===== src/rtl/sum_moving_avg_if.sv =====
// rtl/sum_moving_avg_if.sv - sample-in / average-out bundle for the moving-average stage
interface sum_moving_avg_if #(
    parameter int DATA_W = 9
);
    logic              in_valid;
    logic [DATA_W-1:0] in_data;
    logic              clear;
    logic [DATA_W-1:0] avg_out;
    logic              avg_valid;
    logic              win_full;
    logic [DATA_W-1:0] peak_out;

    modport master (
        output in_valid, in_data, clear,
        input  avg_out, avg_valid, win_full, peak_out
    );

    modport slave (
        input  in_valid, in_data, clear,
        output avg_out, avg_valid, win_full, peak_out
    );
endinterface


===== src/rtl/sum_moving_avg.sv =====
// rtl/sum_moving_avg.sv - sliding-window moving average over the last 2^LOG2_DEPTH sum samples
// Optional running peak register enabled by SUM_AVG_PEAK_EN.
module sum_moving_avg #(
    parameter int DATA_W     = 9,
    parameter int LOG2_DEPTH = 3
) (
    input  logic             clk,
    input  logic             rst_n,
    sum_moving_avg_if.slave  bus
);
    localparam int DEPTH = 1 << LOG2_DEPTH;
    localparam int ACC_W = DATA_W + LOG2_DEPTH;
    localparam int CNT_W = LOG2_DEPTH + 1;
    localparam logic [CNT_W-1:0] CNT_FULL = CNT_W'(DEPTH);

    typedef enum logic {FILL, RUN} state_t;

    state_t                  state_q, state_d;
    logic [DATA_W-1:0]       mem_q [DEPTH];
    logic [LOG2_DEPTH-1:0]   wr_ptr_q, wr_ptr_d;
    logic [CNT_W-1:0]        count_q, count_d;
    logic [ACC_W-1:0]        acc_q, acc_d;
    logic [DATA_W-1:0]       avg_q, avg_d;
    logic                    avg_valid_q, avg_valid_d;
    logic                    win_full_q, win_full_d;
    logic                    wr_en;
    logic [DATA_W-1:0]       oldest;

    // Oldest entry is read combinationally, so the same edge that overwrites it sees the old value.
    assign oldest = mem_q[wr_ptr_q];

    always_comb begin
        state_d     = state_q;
        wr_ptr_d    = wr_ptr_q;
        count_d     = count_q;
        acc_d       = acc_q;
        avg_d       = avg_q;
        avg_valid_d = 1'b0;
        wr_en       = 1'b0;

        if (bus.clear) begin
            state_d  = FILL;
            wr_ptr_d = '0;
            count_d  = '0;
            acc_d    = '0;
        end else if (bus.in_valid) begin
            wr_en    = 1'b1;
            wr_ptr_d = wr_ptr_q + LOG2_DEPTH'(1);
            case (state_q)
                FILL: begin
                    acc_d   = acc_q + ACC_W'(bus.in_data);
                    count_d = count_q + CNT_W'(1);
                    if (count_d == CNT_FULL) begin
                        state_d = RUN;
                    end
                end
                RUN: begin
                    acc_d = acc_q + ACC_W'(bus.in_data) - ACC_W'(oldest);
                end
                default: state_d = FILL;
            endcase
            if (count_d == CNT_FULL) begin
                avg_d       = acc_d[ACC_W-1:LOG2_DEPTH];
                avg_valid_d = 1'b1;
            end
        end

        win_full_d = (state_d == RUN);
    end

    always_ff @(posedge clk or negedge rst_n) begin
        if (!rst_n) begin
            state_q     <= FILL;
            wr_ptr_q    <= '0;
            count_q     <= '0;
            acc_q       <= '0;
            avg_q       <= '0;
            avg_valid_q <= 1'b0;
            win_full_q  <= 1'b0;
        end else begin
            state_q     <= state_d;
            wr_ptr_q    <= wr_ptr_d;
            count_q     <= count_d;
            acc_q       <= acc_d;
            avg_q       <= avg_d;
            avg_valid_q <= avg_valid_d;
            win_full_q  <= win_full_d;
        end
    end

    // Sample storage needs no reset: entries are only read once the window has been refilled.
    always_ff @(posedge clk) begin
        if (wr_en) begin
            mem_q[wr_ptr_q] <= bus.in_data;
        end
    end

`ifdef SUM_AVG_PEAK_EN
    logic [DATA_W-1:0] peak_q, peak_d;

    always_comb begin
        peak_d = peak_q;
        if (bus.clear) begin
            peak_d = '0;
        end else if (bus.in_valid && (bus.in_data > peak_q)) begin
            peak_d = bus.in_data;
        end
    end

    always_ff @(posedge clk or negedge rst_n) begin
        if (!rst_n) begin
            peak_q <= '0;
        end else begin
            peak_q <= peak_d;
        end
    end

    assign bus.peak_out = peak_q;
`else
    assign bus.peak_out = '0;
`endif

    assign bus.avg_out   = avg_q;
    assign bus.avg_valid = avg_valid_q;
    assign bus.win_full  = win_full_q;
endmodule


===== src/flat_wrapper.sv =====
// flat-port wrapper written by rule: the top's interface ports become plain ports
module sum_moving_avg_flat 
#(
    parameter int DATA_W     = 9,
    parameter int LOG2_DEPTH = 3
)
  (clk, rst_n, bus_in_valid, bus_in_data, bus_clear, bus_avg_out, bus_avg_valid, bus_win_full, bus_peak_out);
  sum_moving_avg_if #(.DATA_W(DATA_W)) bus_i ();
  input  logic clk;
  input  logic rst_n;
  input wire logic [$bits(bus_i.in_valid)-1:0] bus_in_valid;
  input wire logic [$bits(bus_i.in_data)-1:0] bus_in_data;
  input wire logic [$bits(bus_i.clear)-1:0] bus_clear;
  output wire logic [$bits(bus_i.avg_out)-1:0] bus_avg_out;
  output wire logic [$bits(bus_i.avg_valid)-1:0] bus_avg_valid;
  output wire logic [$bits(bus_i.win_full)-1:0] bus_win_full;
  output wire logic [$bits(bus_i.peak_out)-1:0] bus_peak_out;
  assign bus_i.in_valid = bus_in_valid;
  assign bus_i.in_data = bus_in_data;
  assign bus_i.clear = bus_clear;
  assign bus_avg_out = bus_i.avg_out;
  assign bus_avg_valid = bus_i.avg_valid;
  assign bus_win_full = bus_i.win_full;
  assign bus_peak_out = bus_i.peak_out;
  sum_moving_avg #(.DATA_W(DATA_W), .LOG2_DEPTH(LOG2_DEPTH)) u_core (.clk(clk), .rst_n(rst_n), .bus(bus_i));
endmodule

===== config.mk =====
export PLATFORM = sky130hd
export DESIGN_NAME = sum_moving_avg_flat
export DESIGN_NICKNAME = d
export VERILOG_FILES = /design/src/rtl/sum_moving_avg_if.sv /design/src/rtl/sum_moving_avg.sv /design/src/flat_wrapper.sv
export SDC_FILE = /design/constraint.sdc
export NUM_CORES = 1
export LEC_CHECK = 0
export CAP_MARGIN = 10
export CORE_UTILIZATION = 25
export DETAILED_ROUTE_END_ITERATION = 10
export SLEW_MARGIN = 10
export SYNTH_ARGS = -nofsm -noshare
export SYNTH_HDL_FRONTEND = slang
export SYNTH_SLANG_ARGS = --single-unit

===== constraint.sdc =====
create_clock -name clk -period 4.35 [get_ports clk]
set_clock_uncertainty 0.15 [all_clocks]
set_input_delay 0.87 -clock clk [delete_from_list [all_inputs] [get_ports clk]]
set_output_delay 0.87 -clock clk [all_outputs]
set_load 0.005 [all_outputs]

## Word level (Yosys, flattened, before mapping)

Memory sizes are Yosys's and may differ from the RTL's.
Cells that the tools add are included.

- Mux-type cells: 21
- Add/subtract/negate cells: 4
- Reduce and logical (&&, ||, !) cells: 2
- Equality and inequality tests: 2
- Bitwise operators: 2

Operator list:

| cell | number |
|---|---|
| two-way mux 12 bit | 2 |
| one-hot mux 12 bit (2 select lines) | 1 |
| two-way mux 4 bit | 5 |
| adder 12 x 9 -> 12 bit | 1 |
| subtractor 12 x 9 -> 12 bit | 1 |
| two-way mux 1 bit | 11 |
| equality test 4 bit (second input constant) | 2 |
| two-way mux 3 bit | 2 |
| adder 4 x 1 -> 4 bit (second input constant) | 1 |
| adder 3 x 1 -> 3 bit (second input constant) | 1 |
| AND reduction 3 bit | 1 |
| NOT 1 bit | 2 |
| nonzero test 2 bit | 1 |

- Register bits: 30
- Memories: 1
- Output and inout bits: 20
- Logic and storage cells: 38
- Memory bits (writable): 72

Memories:

| memory | depth | bits a word | read ports | clocked after memory_dff | write ports | line | text |
|---|---|---|---|---|---|---|---|
| u_core.mem_q | 8 | 9 | 1 | 0 | 1 | sum_moving_avg.sv:19 | `logic [DATA_W-1:0] mem_q [DEPTH];` |

## Depth between registers and ports, before layout

Gate-level depths: netlist (run 1).

- Depth after elaboration: 8
- Gate-level depth with buffers: 18
- Mapped depth without buffers: 16

## Least setup slack after synthesis (run 1)

OpenSTA, ideal clock, no wires.

- Path type: input to register
- From: in bus_in_data[0]
- To: reg u_core.avg_q[8] (netlist: u_core.bus.avg_out[8])
- Path buffers: 0
- Path slack: 0.328 ns
- Arrival time: 3.752 ns
- Stages on the path: 14
- Required time: 4.080 ns
- Setup time: 0.120 ns
- Cells stage by stage: ha_1 > fa_1 > a21o_1 > a21oi_1 > xnor2_1 > ha_1 > o21ai_0 > a31oi_1 > a311o_1 > nand2_2 > o311ai_4 > and3_1 > or3_1 > a31o_1

- Word-level cells in the longest chain between the ends: 3

Ends and longest elaborated chain:

| what | line | text |
|---|---|---|
| start: declaration | flat_wrapper.sv:12 | `input wire logic [$bits(bus_i.in_data)-1:0] bus_in_data;` |
| adder 12 x 9 -> 12 bit (*) | sum_moving_avg.sv:51, sum_moving_avg.sv:58 |  |
| subtractor 12 x 9 -> 12 bit | sum_moving_avg.sv:58 | `acc_d = acc_q + ACC_W'(bus.in_data) - ACC_W'(oldest);` |
| one-hot mux 12 bit (2 select lines) (*) | sum_moving_avg.sv:49 | `case (state_q)` |
| end signal: assignment | sum_moving_avg.sv:85 | `avg_q <= avg_d;` |
| end: declaration | sum_moving_avg.sv:23 | `logic [DATA_W-1:0] avg_q, avg_d;` |

Every way passes the cells marked *; elsewhere a longest branch is shown, timed or not.
A chain may end at the register's enable or synchronous reset.

## Final worst setup path (run 1)

- From: in bus_in_data[1]
- To: reg u_core.acc_q[9]

- Word-level cells in the longest chain between the ends: 5

Ends and longest elaborated chain:

| what | line | text |
|---|---|---|
| adder 12 x 9 -> 12 bit (*) | sum_moving_avg.sv:51, sum_moving_avg.sv:58 |  |
| subtractor 12 x 9 -> 12 bit | sum_moving_avg.sv:58 |  |
| one-hot mux 12 bit (2 select lines) (*) | sum_moving_avg.sv:49 |  |
| two-way mux 12 bit (*) | sum_moving_avg.sv:46 | `end else if (bus.in_valid) begin` |
| two-way mux 12 bit (*) | sum_moving_avg.sv:41 | `if (bus.clear) begin` |
| end signal: assignment | sum_moving_avg.sv:76 | `acc_q <= '0;` |
| end signal: assignment | sum_moving_avg.sv:84 | `acc_q <= acc_d;` |
| end: declaration | sum_moving_avg.sv:22 | `logic [ACC_W-1:0] acc_q, acc_d;` |

Every way passes the cells marked *; elsewhere a longest branch is shown, timed or not. The select of a mux whose other input is x is not followed.

==> flow_summary.ini, run 1 <==
[worst_setup_path]
start_kind = input pin
r2r_cells = 15
critPathCaptureType = flip-flop
cp_data_arrival_time_ns = 4.29
worstReg2RegEnd = u_core.acc_q[9]$_DFFE_PN0P_
rr_startpoint = u_core.wr_ptr_q[0]$_DFFE_PN0P_
worst_setup_path_startpoint = bus_in_data[1]
path_class = input pin to flip-flop
reg2reg_slack_ns = 0.40
critPathRequiredTime_ns = 4.47
path_max_fanout = 3

[clock_tree]
clock-root-buffer = sky130_fd_sc_hd__clkbuf_16
clkTransAtPathRegs_ns = 0.07
clock_sink_count = 102
clk_latency_ns = 0.35
cts_max_path_buffers = 2
cts_buffers = 9
htree_levels = 3
tritoncts = done

[die]
ioPinCount = 33
fp.dieW_um = 145.5
die_height_um = 145.5
floorplan.die_area_sq_um = 21160
design.core.area_sq_um = 20230
core.rowCount = 52
starting_utilization_of_the_core_area = 0.2543

[sta]
final.period_utilization = 0.9586
setup_viol = 0
slew-limit-headroom = 0.5109
worst_hold_margin_ns = 0.3711
final_hold_vio_count = 0
timing.fmax_ghz = 0.2398
finalMaxSlewViolations = 0
rsz0062_at_grt = false
post-route-min-period_ns = 4.170
final.setup.tns_ns = 0
worstMarginPinSlew_ns = 0.7296

[power_and_ir_drop]
total_leakage_power_nw = 2.430
power_switching_share = 0.2874
power.share.clock = 0.311
cellInternalPower_mw = 1.785
sequentialPowerShare = 0.436
net-switching-power_mw = 0.7197
power_frac_comb = 0.253
power_density_nw_per_um2 = 395.2
vdd_drop_max_mv = 0.2216

[job]
cap_violations = 0

[detailed_routing]
dr.pass1.iters = 4
routedWlPerCell_um = 14.48
ant_nets = 0
vias = 3475
via_per_inst = 4.507
wire_length_after_detailed_routing_mm = 11.17
drc_errors = 0
first_iter_violations = 222

[logic_synthesis]
post_synth_instance_area_sq_um = 5145
synth_edf_count = 72
netlist.area_leader.share = 0.4202
yosys.area.top_type = sky130_fd_sc_hd__edfxtp_1
synthMostInstantiatedCell = sky130_fd_sc_hd__edfxtp_1
dominantRegCellSynth = sky130_fd_sc_hd__edfxtp_1
synth_async_sr_flop_share = 0.2941
synth_seq_area_share = 0.5661
synthTopCellsByCount = sky130_fd_sc_hd__edfxtp_1, sky130_fd_sc_hd__nor2_1, sky130_fd_sc_hd__a21oi_1
yosys_warnings = 0
netlist-cell-type-count = 59
synthesis.instances = 426
synth.ff_latch_count = 102
syn_avg_cell_area_sq_um = 12.08
synthTopCellsByArea = sky130_fd_sc_hd__edfxtp_1, sky130_fd_sc_hd__dfrtp_1, sky130_fd_sc_hd__mux2i_1

[placed_design]
post-dp-hpwl_mm = 8.219
port_buffers = 23
rd_place_congestion = 0.8133
post-place-cells = 753

[final_layout]
layout-drive-gt1-share = 0.1876
utilization = 0.3132
stdcell_count = 771
antenna_cells_inserted = 0
final_net_count = 529
syn2layout_area_growth_pct = 23.18

[global_route]
first_global_vias = 3485
grt_antenna_before_repair = 0
grt_first_pass_wirelength_mm = 18.66
global_route.usage.total = 0.1130
grt_max_degree = 31
globalRouteOverflowTotal = 0

[outcome]
status = finished, final reports clean

[min_path]
worst_hold_path_type = flip-flop to flip-flop
whs_endpoint = u_core.bus.avg_out[4]$_DFFE_PN0P_
min-delay-start = u_core.bus.avg_out[4]$_DFFE_PN0P_
min_path_cells = 1
[repair_timing]
action | 4_1_cts | 5_1_grt
hold buffers | 0 | 0
buffers inserted | 0 | 2
hold endpoints to repair | 0 | 0
setup endpoints to repair | 0 | 3
gates resized for setup | 0 | 6
[registers in the layout, indices dropped and copies added, names as in the netlist]
signal / count
u_core.count_q: 4
u_core.acc_q: 12
u_core.bus.avg_out: 9
u_core.state_q: 1
u_core.bus.avg_valid: 1
u_core.mem_q: 72
u_core.wr_ptr_q: 3
[worst max-delay path by stage]
stage	endpoint	depth (start not counted)	slack, ns
after floorplan	u_core.bus.avg_out[8]$_DFFE_PN0P_	14	0.33
after global placement	u_core.bus.avg_out[8]$_DFFE_PN0P_	15	-0.25
after CTS	u_core.acc_q[9]$_DFFE_PN0P_	16	0.07
final	u_core.acc_q[9]$_DFFE_PN0P_	15	0.18
after global routing	u_core.acc_q[9]$_DFFE_PN0P_	16	0.004
after detailed placement	u_core.acc_q[9]$_DFFE_PN0P_	16	-0.30
[layout by cell type, fill, tap and decap left out, types with 9 or more instances in the layout]
master	synthesis	final
sky130_fd_sc_hd__edfxtp_1	72	72
sky130_fd_sc_hd__buf_4	10	53
sky130_fd_sc_hd__nor2_1	48	48
sky130_fd_sc_hd__a21oi_1	35	34
sky130_fd_sc_hd__dfrtp_1	30	30
sky130_fd_sc_hd__mux2i_1	23	23
sky130_fd_sc_hd__clkdlybuf4s50_1	0	21
sky130_fd_sc_hd__nand2_1	16	16
sky130_fd_sc_hd__ha_1	18	16
sky130_fd_sc_hd__inv_1	12	12
sky130_fd_sc_hd__xnor2_1	12	12
sky130_fd_sc_hd__nor3_1	12	11
sky130_fd_sc_hd__o21ai_0	10	10
sky130_fd_sc_hd__conb_1	1	9
sky130_fd_sc_hd__clkbuf_16	0	9
[cells by family after synthesis]
kind of cell               after synthesis  share of synthesized area
AOI/OAI and AO/OA                       92                     0.1209
xor gates and xnor gates                20                    0.03405
adders and majority gates               20                    0.05156
buffers and inverters                   38                    0.03842
DFF                                    102                     0.5661
muxes                                   36                    0.07831
other                                    1                  0.0007289
and+or+nand+nor                        117                     0.1099
[layout make-up]
class / count / area [sq um]
Clock inverter: 7 / 65.06
Clock buffer: 9 / 225.2
Sequential cell: 102 / 2913
Fill cell: 1995 / 13900
Tap cell: 270 / 337.8
Timing Repair Buffer: 77 / 653.1
Inverter: 12 / 45.04
Multi-Input combinational cell: 294 / 2098
[power by group through the flow]
stage	combinational, mW	clock [mW]	sequential, mW
after floorplan	0.396	0	1.10
after global placement	0.607	0	1.11
after detailed placement	0.621	0	1.11
after CTS	0.626	0.799	1.09
after global routing	0.706	0.836	1.10
final	0.633	0.779	1.09
[through the flow]
stage / cell area (sq um) / total power [mW] / setup WS [ns]
finish: 6337 / 2.504 / 0.1801
global route: 6337 / 2.638 / 0.003831
CTS: 6301 / 2.518 / 0.07041
global placement: 6011 / 1.720 / -0.2468
floorplan: 5175 / 1.501 / 0.3285
detailed placement: 6011 / 1.735 / -0.2984
[worst max-delay path, stage by stage]
cell,delay (ns)
sky130_fd_sc_hd__clkdlybuf4s50_1,0.50
sky130_fd_sc_hd__fa_1,0.47
sky130_fd_sc_hd__a21o_1,0.17
sky130_fd_sc_hd__a21oi_1,0.18
sky130_fd_sc_hd__xnor2_1,0.18
sky130_fd_sc_hd__ha_2,0.32
sky130_fd_sc_hd__o21ai_0,0.17
sky130_fd_sc_hd__a31oi_1,0.08
sky130_fd_sc_hd__a311o_1,0.32
sky130_fd_sc_hd__nand2_2,0.10
sky130_fd_sc_hd__o311ai_4,0.11
sky130_fd_sc_hd__buf_4,0.16
sky130_fd_sc_hd__xor2_1,0.16
sky130_fd_sc_hd__or3_1,0.35
sky130_fd_sc_hd__a21oi_1,0.15
[metal layers]
metal | part of all wire | GRT usage | up-vias | wire, um
met5 | 0 | 0 | - | 0
met4 | 0.0067 | 0.04211 | 0 | 75
met3 | 0.035 | 0.01975 | 4 | 386
met2 | 0.48 | 0.1810 | 64 | 5307
met1 | 0.48 | 0.1529 | 1712 | 5394
li1 | - | - | 1695 | -
(Power assumes the default switching activity.)
==> run 2: changes to the inputs <==
CAP_MARGIN = 20   (was 10)
==> results of run 2 <==
No change in the layout: final DEF, timing and power equal those of run 1.
==> run 3: changes to the inputs <==
CORE_ASPECT_RATIO = 1.4   (was not set)
==> run 3 against run 2 <==
Net effect:
- die area is essentially flat
- total power increased by 0.40%
- cell area is 0.63% lower
- sequential power about the same
- flip-flop and latch count stayed put
- largest cell class unchanged
- via count grew 1.2%
- critical path type unchanged
- utilization increased by 0.17 points
- routed wire length increased by 5.2%
- first-iteration DRC count shrank 37%
- combinational power shrank 0.6%
- global-route usage increased by 0.32 points
==> flow_summary.ini, run 3 (synthesis results as in run 1) <==
[placed_design]
pre_cts_ws_ns = -0.3403
post-dp-hpwl_mm = 8.734
place_area_sq_um = 5968
port_buffers = 23
rd_place_congestion = 0.8886

[global_route]
grt_first_pass_wirelength_mm = 18.44
global_route.usage.total = 0.1162
grt_antenna_before_repair = 0
globalRouteOverflowTotal = 0
grt_max_degree = 31
first_global_vias = 3536

[power_and_ir_drop]
total_leakage_power_nw = 2.424
power_density_nw_per_um2 = 399.3
total_power_mw = 2.514
power_switching_share = 0.2935
sequentialPowerShare = 0.433
vdd_drop_max_mv = 0.1927
power_frac_comb = 0.250
net-switching-power_mw = 0.7379
cellInternalPower_mw = 1.776
power.share.clock = 0.316

[min_path]
worst_hold_path_type = flip-flop to flip-flop
min-delay-start = u_core.bus.avg_out[4]$_DFFE_PN0P_
whs_endpoint = u_core.bus.avg_out[4]$_DFFE_PN0P_
min_path_cells = 1

[outcome]
status = finished, final reports clean

[sta]
post-route-min-period_ns = 4.163
worstMarginPinSlew_ns = 0.6271
final.period_utilization = 0.9570
setup_ws_final_ns = 0.1871
rsz0062_at_grt = false
timing.fmax_ghz = 0.2402
finalMaxSlewViolations = 0
final_hold_vio_count = 0
slew-limit-headroom = 0.5797
setup_viol = 0

[final_layout]
antenna_cells_inserted = 0
final_cell_mix = sky130_fd_sc_hd__edfxtp_1, sky130_fd_sc_hd__buf_4, sky130_fd_sc_hd__nor2_1, sky130_fd_sc_hd__a21oi_1, sky130_fd_sc_hd__dfrtp_1
mostFrequentLayoutCell = sky130_fd_sc_hd__edfxtp_1
syn2layout_area_growth_pct = 22.40
final_net_count = 526
utilization = 0.3149
layout-drive-gt1-share = 0.1948
largest_register = u_core.mem_q
postLayoutCellArea_sq_um = 6297
largest_register_ffs = 72

[worst_setup_path]
critPathRequiredTime_ns = 4.44
critPathCaptureType = flip-flop
path_max_fanout = 4
cp_data_arrival_time_ns = 4.25
rr_startpoint = u_core.wr_ptr_q[1]$_DFFE_PN0P_
path_class = input pin to flip-flop
reg2reg_slack_ns = 0.43
r2r_cells = 15
worstReg2RegEnd = u_core.bus.avg_out[8]$_DFFE_PN0P_
start_kind = input pin

[clock_tree]
clock_sink_count = 102
cts_max_path_buffers = 2
cts.repair.resized = 0
cts_buffers = 9
cts.hold.buffers_added = 0
postCtsSetupBuffers = 0
tritoncts = done
clkTransAtPathRegs_ns = 0.08
htree_levels = 3
clk_latency_ns = 0.35
clock-root-buffer = sky130_fd_sc_hd__clkbuf_16

[detailed_routing]
vias = 3517
wire_length_after_detailed_routing_mm = 11.74
via_per_inst = 4.689
first_iter_violations = 140
routedWlPerCell_um = 15.66
drc_errors = 0
ant_nets = 0
dr.pass1.iters = 4

[die]
starting_utilization_of_the_core_area = 0.2573
fp.dieW_um = 123.2
core.rowCount = 61
die_height_um = 171.7
design.core.area_sq_um = 20000
ioPinCount = 33
floorplan.die_area_sq_um = 21170

[job]
cap_violations = 0
-- run 3: cell types whose count changed in the layout (fill, tap and decap cells not counted), sizes merged --
| cell | delta |
|---|---|
| clkinv | +1 |
| buf | -3 |
| clkinvlp | -1 |
-- run 3: per-layer routing --
layer | vias up | track usage | wire length (um)
met5 | - | 0 | 0
met1 | 1739 | 0.1350 | 5061
met3 | 13 | 0.02653 | 387
met2 | 69 | 0.2091 | 6122
met4 | 0 | 0.03457 | 170
li1 | 1696 | - | -
-- run 3: worst max-delay path by stage --
stage	startpoint	endpoint	slack [ns]	cells past startpoint
2_1_floorplan	bus_in_data[0]	u_core.bus.avg_out[8]$_DFFE_PN0P_	0.33	14
3_3_place_gp	bus_in_data[0]	u_core.bus.avg_out[8]$_DFFE_PN0P_	-0.32	15
3_5_place_dp	bus_in_data[0]	u_core.bus.avg_out[8]$_DFFE_PN0P_	-0.34	15
4_1_cts	bus_in_data[0]	u_core.bus.avg_out[8]$_DFFE_PN0P_	0.005	15
5_1_grt	bus_in_data[3]	u_core.acc_q[11]$_DFFE_PN0P_	0.04	15
6_report	bus_in_data[3]	u_core.acc_q[11]$_DFFE_PN0P_	0.19	15
-- run 3: layout make-up --
type | instances | area (sq um)
tap | 252 | 315.3
timing repair buffer | 74 | 618.1
clock buffer | 9 | 225.2
multi-input combinational | 294 | 2116
sequential | 102 | 2913
clock inverter | 7 | 65.06
fill | 2020 | 13700
inverter | 12 | 45.04
-- run 3: per-stage QoR --
stage | TNS [ns] | instances | hold WS, ns
detailed placement | -1.816 | 734 | 0.3554
floorplan | 0 | 434 | 0.3405
global route | 0 | 750 | 0.4025
finish | 0 | 750 | 0.3680
global placement | -1.465 | 734 | 0.3493
CTS | 0 | 750 | 0.3728
-- run 3: critical path, cell delays in order --
cell and delay, ns:
sky130_fd_sc_hd__clkdlybuf4s50_1 0.48, sky130_fd_sc_hd__ha_1 0.37, sky130_fd_sc_hd__a21oi_1 0.08, sky130_fd_sc_hd__nor2b_1 0.23, sky130_fd_sc_hd__nor3_2 0.08, sky130_fd_sc_hd__xnor2_1 0.15
sky130_fd_sc_hd__ha_1 0.32, sky130_fd_sc_hd__o21ai_0 0.09, sky130_fd_sc_hd__a31oi_1 0.23, sky130_fd_sc_hd__a311o_1 0.22, sky130_fd_sc_hd__nand2_2 0.08, sky130_fd_sc_hd__o311ai_4 0.38
sky130_fd_sc_hd__and3_4 0.27, sky130_fd_sc_hd__o21ai_1 0.08, sky130_fd_sc_hd__mux2_1 0.32
-- run 3: power groups by stage --
stage	sequential, mW	clock [mW]	combinational, mW
detailed placement	1.11	0	0.616
global placement	1.11	0	0.602
CTS	1.09	0.816	0.620
floorplan	1.10	0	0.396
finish	1.09	0.796	0.629
global route	1.09	0.848	0.691
